===== config.mk =====
export PLATFORM = sky130hd
export DESIGN_NAME = zipwith_combine
export DESIGN_NICKNAME = d
export VERILOG_FILES = /design/src/rtl/zipwith_combine_pkg.sv /design/src/rtl/zipwith_combine_fifo.sv /design/src/rtl/zipwith_combine.sv
export SDC_FILE = /design/constraint.sdc
export NUM_CORES = 1
export LEC_CHECK = 0
export ABC_CLOCK_PERIOD_IN_PS = 8490
export CAP_MARGIN = 30
export CORE_UTILIZATION = 40
export CTS_BUF_LIST = sky130_fd_sc_hd__clkbuf_16
export DETAILED_ROUTE_END_ITERATION = 8
export PLACE_DENSITY = 0.66
export SETUP_SLACK_MARGIN = 0.5
export SLEW_MARGIN = 20
export SYNTH_ARGS = -nofsm -noshare
export SYNTH_HDL_FRONTEND = slang
export SYNTH_SLANG_ARGS = --single-unit

===== constraint.sdc =====
create_clock -name CLK -period 8.49 [get_ports CLK]
set_clock_uncertainty 0.2 [all_clocks]
set_input_delay 1.698 -clock CLK [delete_from_list [all_inputs] [get_ports CLK]]
set_output_delay 1.698 -clock CLK [all_outputs]
set_load 0.02 [all_outputs]

===== src/rtl/zipwith_combine_pkg.sv =====
// Shared definitions for the zipwith_combine block: operation encodings and constants.
package zipwith_combine_pkg;

    typedef enum logic [1:0] {
        MODE_ADD     = 2'd0,
        MODE_SUB     = 2'd1,
        MODE_ABSDIFF = 2'd2,
        MODE_MAX     = 2'd3
    } mode_e;

    // Every result token carries a count of one.
    localparam logic [15:0] COUNT_ONE = 16'h1;

endpackage


===== src/rtl/zipwith_combine_fifo.sv =====
// DEPTH x WIDTH result FIFO with occupancy output; flush empties it synchronously.
module zipwith_combine_fifo #(
    parameter int unsigned WIDTH = 16,
    parameter int unsigned DEPTH = 4
) (
    input  logic             clk,
    input  logic             reset,
    input  logic             flush,
    input  logic             wr_en,
    input  logic [WIDTH-1:0] wr_data,
    input  logic             rd_en,
    output logic [WIDTH-1:0] rd_data,
    output logic [4:0]       level,
    output logic             empty
);

    localparam int unsigned PtrW = $clog2(DEPTH);
    localparam logic [4:0] DepthL = 5'(DEPTH);

    logic [WIDTH-1:0] mem [DEPTH];
    logic [PtrW-1:0]  wr_ptr;
    logic [PtrW-1:0]  rd_ptr;
    logic [4:0]       count;
    logic             do_wr;
    logic             do_rd;

    assign empty   = (count == 5'd0);
    assign level   = count;
    assign do_wr   = wr_en & (count < DepthL);
    assign do_rd   = rd_en & ~empty;
    // Head is forced to zero when empty so the output is clean in and after reset.
    assign rd_data = empty ? '0 : mem[rd_ptr];

    // Storage array; no reset needed since reads are masked while empty.
    always_ff @(posedge clk) begin
        if (do_wr && !flush) begin
            mem[wr_ptr] <= wr_data;
        end
    end

    // Pointers and occupancy; power-of-two depth makes pointer wrap implicit.
    always_ff @(posedge clk or posedge reset) begin
        if (reset) begin
            wr_ptr <= '0;
            rd_ptr <= '0;
            count  <= '0;
        end else if (flush) begin
            wr_ptr <= '0;
            rd_ptr <= '0;
            count  <= '0;
        end else begin
            if (do_wr) begin
                wr_ptr <= wr_ptr + PtrW'(1);
            end
            if (do_rd) begin
                rd_ptr <= rd_ptr + PtrW'(1);
            end
            count <= count + 5'(do_wr) - 5'(do_rd);
        end
    end

endmodule


===== src/rtl/zipwith_combine.sv =====
// Pairs one token from each input stream, combines them per MODE, and queues the result.
module zipwith_combine
    import zipwith_combine_pkg::*;
#(
    parameter int unsigned WIDTH = 16,
    parameter int unsigned DEPTH = 4,
    parameter bit          SAT   = 1'b0
) (
    input  logic             CLK,
    input  logic             RESET,
    input  logic [WIDTH-1:0] In1_DATA,
    input  logic [15:0]      In1_COUNT,
    input  logic             In1_SEND,
    output logic             In1_ACK,
    input  logic [WIDTH-1:0] In2_DATA,
    input  logic [15:0]      In2_COUNT,
    input  logic             In2_SEND,
    output logic             In2_ACK,
    input  logic [1:0]       MODE,
    input  logic             FLUSH,
    output logic [WIDTH-1:0] Out1_DATA,
    output logic [15:0]      Out1_COUNT,
    output logic             Out1_SEND,
    input  logic             Out1_RDY,
    input  logic             Out1_ACK,
    output logic [4:0]       LEVEL
);

    localparam logic [5:0] DepthCap = 6'(DEPTH);

    logic             consume;
    logic             stage_valid;
    logic [WIDTH-1:0] stage_data;
    logic [WIDTH-1:0] result;
    logic [WIDTH:0]   sum;
    logic [WIDTH:0]   diff;
    logic [4:0]       level;
    logic             fifo_empty;
    logic             unused_inputs;

    assign unused_inputs = ^{In1_COUNT, In2_COUNT, Out1_ACK};

    // Consume only when both operands are present and the stage token is guaranteed a slot.
    assign consume = In1_SEND & In2_SEND & ~FLUSH & ~RESET
                   & (({1'b0, level} + {5'b0, stage_valid}) < DepthCap);

    assign In1_ACK    = consume;
    assign In2_ACK    = consume;
    assign Out1_SEND  = ~fifo_empty & Out1_RDY & ~FLUSH;
    assign Out1_COUNT = COUNT_ONE;
    assign LEVEL      = level;

    // Operation select; the extra MSB of sum/diff is the carry/borrow.
    always_comb begin
        sum  = {1'b0, In1_DATA} + {1'b0, In2_DATA};
        diff = {1'b0, In1_DATA} - {1'b0, In2_DATA};
        result = sum[WIDTH-1:0];
        case (mode_e'(MODE))
            MODE_ADD:     result = (SAT && sum[WIDTH]) ? '1 : sum[WIDTH-1:0];
            MODE_SUB:     result = (SAT && diff[WIDTH]) ? '0 : diff[WIDTH-1:0];
            MODE_ABSDIFF: result = diff[WIDTH] ? (In2_DATA - In1_DATA) : diff[WIDTH-1:0];
            MODE_MAX:     result = diff[WIDTH] ? In2_DATA : In1_DATA;
            default:      result = sum[WIDTH-1:0];
        endcase
    end

    // Single result stage between the consume cycle and the FIFO write.
    always_ff @(posedge CLK or posedge RESET) begin
        if (RESET) begin
            stage_valid <= 1'b0;
            stage_data  <= '0;
        end else if (FLUSH) begin
            stage_valid <= 1'b0;
        end else begin
            stage_valid <= consume;
            if (consume) begin
                stage_data <= result;
            end
        end
    end

    zipwith_combine_fifo #(
        .WIDTH (WIDTH),
        .DEPTH (DEPTH)
    ) u_fifo (
        .clk     (CLK),
        .reset   (RESET),
        .flush   (FLUSH),
        .wr_en   (stage_valid),
        .wr_data (stage_data),
        .rd_en   (Out1_SEND),
        .rd_data (Out1_DATA),
        .level   (level),
        .empty   (fifo_empty)
    );

endmodule

==> impl_results.md <==
* Leak pwr at 3.19 nW
* Largest cells by area after synthesis: edfxtp_1 28%, ha_1 11%, dfrtp_1 9.4%, mux4_2 5.5%, inv_1 3.6%
* First-pass GRT wire length at roughly 26000 um
* Layout cells sized above 1 at 0.0718
* Ports at 113
* Post-synth top flop: edfxtp_1
* Post-synthesis simple-gate area fraction at 0.138
* Fraction of registers with async set or reset after synthesis at 0.289
* Post-Synth Adder-Cell Area at 0.123
* Die area at 17900 um^2
* Yosys top cell area share at 0.277
* Slowest CP cell: clkdlybuf4s50_1
* Final ANT Viol Nets at 0
* Tightest Pin Transition at ~0.89 ns
* Vias in the first global route at 5111
* Crit Path Max Fanout at 15
* CTS buffer count at 9
* Arr. time, crit path at ~4.3 ns
* Synth Instances at 706
* Row count at 47
* Hold buffers post-CTS at 0
* Worst EP required at about 6.6 ns
* Die height at 134 um
* Synth Register Bits at 90
* Largest area contributor in the netlist: edfxtp_1
* Max_cap viols at 0
* N_diodes at 0
* CTS Root Cell: clkbuf_16
* Initial Util at 0.414
* Post-CTS Setup Bufs at 0
* Initial antenna violation count at 0
* CP dominant cell by count: clkdlybuf4s50_1
* Post-Syn Area at just under 7000 um^2
* Setup crit start: FLUSH
* Clock Latency Late Sink at between 0.3 and 0.4 ns
* Final Max Tran Viols at 0
* Biggest cell delay along the critical path at about 0.67 ns
* Mux contribution to synthesized area at 0.0741
* Post-detailed-route wirelength per cell at approximately 17 um
* Routed via count at about 5300
* Nets at 886
* Status: finished, final reports clean
* Reg-to-Reg Start: u_fifo.level[2]$_DFF_PP0_
* EDFF count, synth at 64
* Core area at 16800 um^2
* CP Launch Type: input pin
* Worst hold path type: reg2reg
* Clk pin slew, worst setup/hold paths at about 0.060 ns
* Port-buffer cells at 63
* Hold Violations, Final at 0
* Main combinational cell family by area after synthesis: compound AO/OA/AOI/OAI gates
* All-layer global routing usage at 0.187
* Area growth from synthesis to layout at 14.5%
* Compound-Gate Fraction of Synth Area at 0.178
* Final Critical Period at slightly above 6 ns
* CP endpoint kind: output port
* Via-to-Cell Ratio at between 5 and 6
* Sequential fraction of the synthesis area at 0.370
* Avg Cell Area, Syn at roughly 9.8 um^2
* Final GP Congestion at approximately 0.9
* CTS sink count at 90
* Synth Area in XOR/XNOR at 0.0366
* Fin Setup TNS at 0 ns
* Final setup margin at about 2.3 ns
* Post-Place Worst Slack at between 2 and 2.5 ns
* Iteration count of the initial detailed-routing pass at 5
* Hold path startpoint: stage_data[11]$_DFFE_PP0P_
* F_max at about 160 MHz
* Hpwl dp at around 12000 um
* WL final at about 16000 um
* Synth warn at 0
* RSZ-0062 raised after global routing: no
* Total gr overflow at 0
* DRC Markers at 0
* Endpoints failing setup at 0
* Post-CTS resize count at 0
* CTS Buffer Depth at 2
* Largest net degree at the start of global routing at 24
* Number of H-tree levels at 3
* TritonCTS clock tree: done
* Distinct cells, synth at 74
* Pwr Density at roughly 220 nW/um^2
* Setup CP Type: in2out
* Cell Chain, Critical Path: clkdlybuf4s50_1 > nor4bb_1 > nand3_1 > inv_1 > clkdlybuf4s50_1
* Initial DRC count at around 470
* Rel. slew slack at 0.406
* Period utilization at 0.724
* Die Wd at about 130 um
* IR drop worst, VDD at between 0.0001 and 0.00015 V
cell type report:
type | instances | area, um^2
clock buffer | 9 | 225
clock inverter | 7 | 67.6
fill | 1606 | 8810
inverter | 68 | 255
multi-input combinational | 512 | 3890
sequential | 90 | 2570
tap | 220 | 275
timing repair buffer | 66 | 668
power by group:
part | switching (mW) | internal, mW | leakage, nW
combinational | 0.362 | 0.332 | 2.15
sequential | 0.0901 | 0.569 | 0.899
clock | 0.154 | 0.227 | 0.141
cell usage in the layout, fill, tap and decap left out, drive strengths merged, types with 7 or more instances in the layout:
master         instances
nor3                  16
nor2b                 27
mux4                  17
a31oi                 10
a21o                   7
a21oi                 53
and2                   9
mux2i                 12
conb                  16
a221oi                 7
edfxtp                64
clkdlybuf4s50         63
nand2                 36
ha                    62
xnor2                 24
dfrtp                 26
inv                   69
o31ai                 11
clkbuf                 9
o21ai                 36
nand3                 17
nor2                  57
kinds of logic after synthesis:
family	Yosys count
other	2
AND/OR/NAND/NOR	193
buffers and inverters	118
flip-flops	90
multiplexers	30
adder cells (fa/ha/maj)	66
AO/OA/AOI/OAI	178
XOR/XNOR	29
synthesized netlist by cell type, drive strengths merged (3+ instances only):
master  instances
a211oi          4
a21o            7
a21oi          53
a221oi          7
a311o           3
a31oi          10
and2            9
and3            6
buf            32
clkbuf         18
dfrtp          26
edfxtp         64
fa              4
ha             62
inv            67
mux2i          12
mux4           17
nand2          36
nand2b          6
nand3          17
nand3b          3
nor2           57
nor2b          27
nor3           16
o211ai          4
o21a            3
o21ai          36
o21bai          4
o221ai          5
o31a            3
o31ai          11
o41ai           3
or2             4
or3             4
xnor2          24
xor2            5
worst max-delay path: cells and delay by family:
kind,cells,cell delay (ns)
buffers and inverters,3,1.53
and+or+nand+nor,2,1.02
state kept, by name, summed over array words and instances, names as in the netlist:
register / cells
stage_data: 16
stage_valid: 1
u_fifo.level: 5
u_fifo.mem: 64
u_fifo.rd_ptr: 2
u_fifo.wr_ptr: 2
per-layer routing:
layer	global-route usage	part of all wire	wire length, um	vias up
li1	-	-	-	2598
met1	0.257	0.47	7570	2525
met2	0.312	0.48	7770	181
met3	0.00913	0.040	655	20
met4	0.0701	0.016	267	0
met5	0	0	0	-
path summary, 6_finish.rpt:
check	endpoint	slack [ns]	cells after the start
max	In1_ACK	2.35	5
min	u_fifo.mem[2][11]$_DFFE_PP_	0.33	0
max reg2reg	u_fifo.level[4]$_DFF_PP0_	5.20	16
min reg2reg	u_fifo.mem[2][11]$_DFFE_PP_	0.33	0
max in group asynchronous	stage_data[5]$_DFFE_PP0P_	6.20	3
min in group asynchronous	u_fifo.level[4]$_DFF_PP0_	1.45	2
through the flow:
stage,instance area [um^2],util,hold slack (ns),instances,power (mW)
6_report,7950,0.474,0.334,972,1.73
3_3_place_gp,7630,0.455,0.309,954,1.34
2_1_floorplan,7000,-,0.271,720,1.11
4_1_cts,7950,0.474,0.334,972,1.75
5_1_grt,7950,0.474,0.357,972,1.84
3_5_place_dp,7660,0.457,0.318,956,1.36
Note: power is estimated with default switching activity, not from simulation.
